[config.mk]
export PLATFORM = sky130hd
export DESIGN_NAME = reg_bus_perf_endpoint
export DESIGN_NICKNAME = d
export VERILOG_FILES = /design/src/rtl/reg_bus_perf_endpoint.sv
export SDC_FILE = /design/constraint.sdc
export NUM_CORES = 1
export LEC_CHECK = 0
export ABC_AREA = 1
export BUFFER_PORTS_ARGS = -buffer_cell sky130_fd_sc_hd__buf_2
export CAP_MARGIN = 25
export CORE_AREA = 2 2 219 221
export DETAILED_ROUTE_END_ITERATION = 10
export DIE_AREA = 0 0 221 223
export PLACE_DENSITY = 0.7
export SYNTH_ARGS = -nofsm -noshare
export SYNTH_HDL_FRONTEND = slang
export SYNTH_SLANG_ARGS = --single-unit
[constraint.sdc]
create_clock -name clk -period 4.7 [get_ports clk]
set_input_delay 0.705 -clock clk [delete_from_list [all_inputs] [get_ports clk]]
set_output_delay 0.705 -clock clk [all_outputs]
set_load 0.02 [all_outputs]
[src/rtl/reg_bus_perf_endpoint.sv]
// Register-bus responder for one tile component: CTRL, SCRATCH, ID, STATUS
// and N_CNT 64-bit event counters read through a shared MSB snapshot.
// Reads are answered two edges after the request with a one-cycle rvalid pulse.
module reg_bus_perf_endpoint #(
    parameter int COMP_ID = 0,
    parameter int N_CNT   = 4
) (
    input  logic             clk,
    input  logic             rstn,
    input  logic             reg_bus_wvalid,
    input  logic [15:0]      reg_bus_waddr,
    input  logic [31:0]      reg_bus_wdata,
    input  logic             reg_bus_arvalid,
    input  logic [15:0]      reg_bus_araddr,
    output logic             reg_bus_rvalid,
    output logic [31:0]      reg_bus_rdata,
    input  logic [N_CNT-1:0] event_in,
    output logic             cnt_enable
);

    localparam logic [7:0]  ADDR_CTRL    = 8'h00;
    localparam logic [7:0]  ADDR_SCRATCH = 8'h04;
    localparam logic [7:0]  ADDR_ID      = 8'h08;
    localparam logic [7:0]  ADDR_STATUS  = 8'h0C;
    localparam logic [7:0]  ADDR_CNT0    = 8'h10;
    localparam logic [31:0] RD_UNMAPPED  = 32'hDEAD_BEEF;

    logic              count_en;
    logic [31:0]       scratch;
    logic [31:0]       shadow_msb;
    logic [63:0]       cnt_all [N_CNT];
    logic [N_CNT-1:0]  ovf;

    logic [7:0]  wa;
    logic [7:0]  ra;
    logic        wr_ctrl;
    logic        wr_scratch;
    logic        wr_status;
    logic        clear;

    assign wa         = reg_bus_waddr[7:0];
    assign ra         = reg_bus_araddr[7:0];
    assign wr_ctrl    = reg_bus_wvalid && (wa == ADDR_CTRL);
    assign wr_scratch = reg_bus_wvalid && (wa == ADDR_SCRATCH);
    assign wr_status  = reg_bus_wvalid && (wa == ADDR_STATUS);
    assign clear      = wr_ctrl && reg_bus_wdata[1];

    // Counter window: 0x10 + 8*i is the LSB word, 0x14 + 8*i the MSB snapshot.
    logic [7:0]  roff;
    logic [4:0]  ridx;
    logic        cnt_hit;
    logic [63:0] cnt_sel;

    assign roff    = ra - ADDR_CNT0;
    assign ridx    = roff[7:3];
    assign cnt_hit = (ra >= ADDR_CNT0) && (ra[1:0] == 2'b00) && (32'(ridx) < N_CNT);

    // Pick the addressed counter without indexing past the array.
    always_comb begin
        cnt_sel = '0;
        for (int i = 0; i < N_CNT; i++) begin
            if (ridx == 5'(i)) cnt_sel = cnt_all[i];
        end
    end

    // Read data from current (pre-write, pre-increment) state.
    logic [31:0] rd_next;
    logic        load_shadow;

    always_comb begin
        rd_next     = RD_UNMAPPED;
        load_shadow = 1'b0;
        case (ra)
            ADDR_CTRL:    rd_next = {31'd0, count_en};
            ADDR_SCRATCH: rd_next = scratch;
            ADDR_ID:      rd_next = {24'h0, 8'(COMP_ID)};
            ADDR_STATUS:  rd_next = 32'(ovf);
            default: begin
                if (cnt_hit) begin
                    if (!ra[2]) begin
                        rd_next     = cnt_sel[31:0];
                        load_shadow = reg_bus_arvalid;
                    end else begin
                        rd_next = shadow_msb;
                    end
                end
            end
        endcase
    end

    // Two-stage read pipeline; rd_hold is zero when no request is in flight.
    logic        rd_pend;
    logic [31:0] rd_hold;

    always_ff @(posedge clk or negedge rstn) begin
        if (!rstn) begin
            rd_pend        <= 1'b0;
            rd_hold        <= '0;
            reg_bus_rvalid <= 1'b0;
            reg_bus_rdata  <= '0;
        end else begin
            rd_pend        <= reg_bus_arvalid;
            rd_hold        <= reg_bus_arvalid ? rd_next : 32'd0;
            reg_bus_rvalid <= rd_pend;
            reg_bus_rdata  <= rd_hold;
        end
    end

    // Writable control state and the shared MSB snapshot; clear beats a snapshot load.
    always_ff @(posedge clk or negedge rstn) begin
        if (!rstn) begin
            count_en   <= 1'b0;
            scratch    <= '0;
            shadow_msb <= '0;
        end else begin
            if (wr_ctrl)    count_en <= reg_bus_wdata[0];
            if (wr_scratch) scratch  <= reg_bus_wdata;
            if (clear)            shadow_msb <= '0;
            else if (load_shadow) shadow_msb <= cnt_sel[63:32];
        end
    end

    for (genvar i = 0; i < N_CNT; i++) begin : gen_cnt
        logic [63:0] cnt_q;
        logic        ovf_q;
        logic        inc;

        assign inc = count_en && event_in[i] && !clear;

        // Counter with sticky wrap flag; a wrap in the same cycle as a STATUS write keeps the flag set.
        always_ff @(posedge clk or negedge rstn) begin
            if (!rstn) begin
                cnt_q <= '0;
                ovf_q <= 1'b0;
            end else begin
                if (clear)    cnt_q <= '0;
                else if (inc) cnt_q <= cnt_q + 64'd1;
                if (inc && (&cnt_q)) ovf_q <= 1'b1;
                else if (wr_status)  ovf_q <= 1'b0;
            end
        end

        assign cnt_all[i] = cnt_q;
        assign ovf[i]     = ovf_q;
    end

    assign cnt_enable = count_en;

    logic unused_addr_bits;
    assign unused_addr_bits = ^{reg_bus_waddr[15:8], reg_bus_araddr[15:8], roff[2:0]};

endmodule

# Word-level counts from Yosys, hierarchy flattened
# Cells that the tools add are included.
op_classes:
  n_addsub: 5
  magnitude_cmp: 2
  n_eq_ne: 8
  mux: 26
  n_reduce_logical: 37
ops:
  columns: ["operator", "count"]
  rows:
  - ["2-to-1 mux 64 bit", 12]
  - ["adder 64 x 1 -> 64 bit (second input constant)", 4]
  - ["AND reduction 64 bit", 4]
  - ["2-to-1 mux 32 bit", 5]
  - ["one-hot mux 32 bit (4 select lines)", 1]
  - ["== test 8 x 4 -> 1 bit (second input constant)", 3]
  - ["logical AND 1 bit", 18]
  - ["nonzero test 2 bit", 9]
  - ["== test 8 x 3 -> 1 bit (second input constant)", 2]
  - ["logical NOT 8 bit", 2]
  - ["== test 5 x 2 -> 1 bit (second input constant)", 2]
  - ["greater-or-equal comparator 8 x 5 -> 1 bit (second input constant)", 1]
  - ["2-to-1 mux 1 bit", 8]
  - ["subtractor 8 x 5 -> 8 bit (second input constant)", 1]
  - ["== test 5 x 1 -> 1 bit (second input constant)", 1]
  - ["logical NOT 5 bit", 1]
  - ["less-than comparator 5 x 3 -> 1 bit (second input constant)", 1]
  - ["OR reduction 4 bit", 1]
  - ["logical NOT 2 bit", 1]
  - ["logical NOT 1 bit", 1]
totals:
  reg_bits: 391
  in_bits: 72
  out_inout_bits: 34
  word_cells: 93

# Longest topological paths before layout
logic_depth:
  depth_word: 10
  depth_mapped: 14

# Least setup slack after synthesis
# Ideal clock, no wire load.
synth_timing:
  path_kind: "input to register"
  startpoint: "input port reg_bus_araddr[4]"
  endpoint: "register shadow_msb[7]"
  setup_ns: 0.117
  arrival_ns: 1.990
  path_slack_ns: 2.593
  path_stages: 11
  path_cell_list: "inv_2 ha_1 nand3_2 nor2_4 nand2_1 buf_2 buf_6 o21ai_0 inv_1 nand3_1 nand2_1"
synth_between:
  elab_chain_cells: 8
  word_cells_on_any_way: 23
  cone_classes: "add/sub: 1; order compare: 2; eq/ne: 6; mux: 8; reduce/logical: 6"
synth_lines:
  columns: ["item", "line_no", "text"]
  rows:
  - ["from (decl)", "14", "input logic [15:0] reg_bus_araddr,"]
  - ["subtractor 8 x 5 -> 8 bit", "54", "assign roff = ra - ADDR_CNT0;"]
  - ["logical NOT 5 bit", "62", "if (ridx == 5'(i)) cnt_sel = cnt_all[i];"]
  - ["2-to-1 mux 64 bit (4 in a row)", "62", null]
  - ["2-to-1 mux 32 bit", "119", "else if (load_shadow) shadow_msb <= cnt_sel[63:32];"]
  - ["2-to-1 mux 32 bit", "118", "if (clear) shadow_msb <= '0;"]
  - ["to (signal assigned)", "119", null]
  - ["to (decl)", "30", "logic [31:0] shadow_msb;"]
# Parallel ways exist; a longest one is shown, timed or not. The select of a mux whose other input is x is not followed.
# A chain may end at the register's enable or synchronous reset.

# Worst setup path after layout
layout_timing:
  startpoint: "register count_en, in the netlist cnt_enable"
  endpoint: "register gen_cnt[0].cnt_q[44]"
layout_between:
  elab_chain_cells: 3
layout_lines:
  columns: ["item", "line_no", "text"]
  rows:
  - ["from (decl)", "28", "logic count_en;"]
  - ["from (signal assigned)", "116", "if (wr_ctrl) count_en <= reg_bus_wdata[0];"]
  - ["logical AND 1 bit (2 in a row)", "128", "assign inc = count_en && event_in[i] && !clear;"]
  - ["nonzero test 2 bit (no line)", null, null]
  - ["to (signal assigned)", "137", "else if (inc) cnt_q <= cnt_q + 64'd1;"]
  - ["to (decl)", "124", "logic [63:0] cnt_q;"]
# Every way passes these cells.

==> impl_metrics.csv <==
group,metric,value,unit
timing,fin_skew,25.5,ps
placed_design,place_congestion,1.04,
cells_and_area,finalNetCount,4125,
power_and_ir_drop,p_leak,0.0130,uW
timing,slew_headroom,36.2,%
critical_path,endpoint_kind,"flop",
flow_run,drv_cap,0,
clocking,cts_tree,"built",
critical_path,r2r_start,"cnt_enable",
power_and_ir_drop,combPwrFrac,13.0,%
power_and_ir_drop,p_int,6210,uW
clocking,cts.sinks,391,
floorplan,ios,106,
floorplan,start_util,54.1,%
timing,setup_tns,0,ps
power_and_ir_drop,power_frac_seq,45.3,%
synthesis,syn_area_per_cell,6.34,um2
synthesis,synthesis.area,0.0255,mm2
floorplan,dieHeight,223,um
detailed_routing,drt_wl_total,99.1,mm
global_route,grt-busiest-layer,"met2",
clocking,clock_path_buffers,3,
cells_and_area,n_antenna_cell,0,
synthesis,ys_seq_elements,391,
critical_path,cp_data_required_time,5180,ps
timing,fin_ws,1650,ps
placed_design,detailed_place_hpwl,75.9,mm
detailed_routing,drc,0,
timing,finalMaxSlewViolations,0,
global_route,grt_usage,39.7,%
clocking,numCtsBuffers,45,
synthesis,synth_edf_count,0,
global_route,met2_usage,59.7,%
power_and_ir_drop,swShare,31.6,%
floorplan,row_count,80,
synthesis,synth_nets,4099,
synthesis,ys_types,39,
clocking,ctsResizeCount,0,
cells_and_area,layout_common_cells,"nand2_1 (1461), nor2_1 (710), dfrtp_1 (391)",
timing,worst_pin_slew,956,ps
synthesis,ys_async_sr_fraction,100,%
detailed_routing,wl_per_cell,21.1,um
clocking,cts_hold_buf,0,
timing,rsz0062_at_grt,"false",
global_route,grt_antenna_before_repair,1,
floorplan,die_w,221,um
global_route,grt_pass1_wl,150,mm
global_route,grt_pass1_vias,24900,
clocking,clk_latency,610,ps
synthesis,yosys_most_used_dff,"dfrtp_1",
detailed_routing,avgViaCountPerCell,5.82,
timing,finalCritPeriodShare,64.8,%
clocking,htree_levels,2,
cells_and_area,mostFrequentLayoutCell,"nand2_1",
timing,hold_slack,44.6,ps
global_route,gr-total-overflow,0,
timing,clock.fmax,0.328,GHz
critical_path,start_kind,"flop",
floorplan,design.core.area,0.0471,mm2
detailed_routing,dr.pass1.iters,6,
critical_path,critPathKind,"flop to flop",
power_and_ir_drop,irDropWorstVdd,0.400,mV
placed_design,placedInstanceArea,0.0264,mm2
cells_and_area,syn2layout_area_growth,9.86,%
clocking,clkTransAtPathRegs,60,ps
global_route,grt_max_degree,155,
timing,hold_violations,0,
cells_and_area,stdcell_area,0.0280,mm2
floorplan,fp.dieArea,0.0493,mm2
power_and_ir_drop,powerDensity,324,mW/mm2
synthesis,syn_inst,4021,
cells_and_area,fill_cells,4733,
power_and_ir_drop,clkPwrFrac,41.7,%
global_route,grt_util_met3,8.10,%
global_route,met1_usage,54.1,%
cells_and_area,drive_above_1_share,5.91,%
clocking,clockRootBuffer,"clkbuf_16",
timing,setup_violations,0,
detailed_routing,antenna_left,0,
critical_path,cp_max_fo,15,
timing,min_period,3050,ps
clocking,post_cts_buffers,0,
placed_design,dpl_worst_slack,1350,ps
synthesis,synth_warnings,0,
detailed_routing,drt_iter0_markers,3496,
detailed_routing,vias,27300,
critical_path,arrival,3530,ps
hold_path,hold_class,"input pin to asynchronous set/reset pin",
critical_path,startpoint,"cnt_enable",
synthesis,ys_seq_area_share,38.4,%
placed_design,portBuffers,89,
outcome,outcome,"completed",
power_and_ir_drop,netSwitchingPower,2870,uW
==> sequential cells by signal, summed over array words and instances (netlist names) <==
signal and cells:
gen_cnt.ovf_q 4, scratch 32, reg_bus_rdata 32, reg_bus_rvalid 1, gen_cnt.cnt_q 256, rd_hold 32
rd_pend 1, cnt_enable 1, shadow_msb 32
==> through the flow <==
stage | utilization, % | power [uW] | std cells
2_1_floorplan | - | 4700 | 4021
3_3_place_gp | 56.0 | 5290 | 4614
3_5_place_dp | 56.0 | 5300 | 4614
4_1_cts | 59.4 | 9070 | 4695
5_1_grt | 59.4 | 9410 | 4696
6_report | 59.4 | 9080 | 4696
==> cells by family (layout without fill, tap and decap cells) <==
kind of cell | after synthesis | in the layout | synth area share, %
DFF | 391 | 391 | 38.4
adders and majority gates | 6 | 6 | 0.295
AOI/OAI and AO/OA | 360 | 360 | 7.97
and+or+nand+nor | 2798 | 2798 | 45.7
buffers and inverters | 445 | 505 | 6.97
xor gates and xnor gates | 21 | 21 | 0.722
==> synthesized netlist by cell type (all sizes together) (5+ instances only) <==
master	count	area, um2
nand4	172	1080
clkbuf	61	230
a211oi	28	210
a21oi	93	465
nor2	722	2740
nor3	39	211
or2	18	113
buf	82	412
a31oi	5	31.3
o21ai	178	891
nand3	362	1830
nor3b	5	42.5
inv	299	1120
xor2	21	184
nand2	1465	5500
ha	6	75.1
nand3b	11	82.6
o21bai	49	368
dfrtp	391	9780
==> area by class of cell <==
cell class	instances	area, um2	area share, %
Clock buffer	61	1270	4.52
Clock inverter	20	313	1.12
Inverter	302	1130	4.05
Multi-Input combinational cell	3185	14000	49.9
Sequential cell	391	9780	34.9
Tap cell	615	769	2.75
Timing Repair Buffer	122	773	2.76
==> metal layers <==
metal	part of all wire, %	up-vias
met5	0.013	-
met3	10	259
li1	-	13000
met4	6.1	2
met2	43	1377
met1	41	12700
==> power by group through the flow <==
stage | combinational (uW) | sequential [uW] | clock (uW)
3_5_place_dp | 1150 | 4150 | 0
5_1_grt | 1320 | 4130 | 3960
2_1_floorplan | 740 | 3960 | 0
4_1_cts | 1160 | 4090 | 3820
3_3_place_gp | 1140 | 4150 | 0
6_report | 1180 | 4120 | 3790
==> worst paths after layout <==
kind / endpoint / slack (ps) / cells past startpoint
setup / recovery: gen_cnt[0].cnt_q[44] / 1650 / 9
hold / removal: gen_cnt[3].cnt_q[54] / 40 / 1
setup reg to reg: gen_cnt[0].cnt_q[44] / 1650 / 9
hold reg to reg: reg_bus_rdata[24] / 350 / 0
max in group asynchronous: gen_cnt[1].cnt_q[7] / 3560 / 2
min in group clk: scratch[3] / 320 / 3
==> worst max-delay path, cell delays in order, from the launching register on <==
cell	delay, ps
dfrtp_1	640
nand2_1	240
inv_1	570
nand4_1	400
nor2_1	440
nand3_1	230
nor2_1	220
nand2_1	70
nand2_1	60
nor2_1	50
No activity file was read; power rests on OpenSTA's default activity.
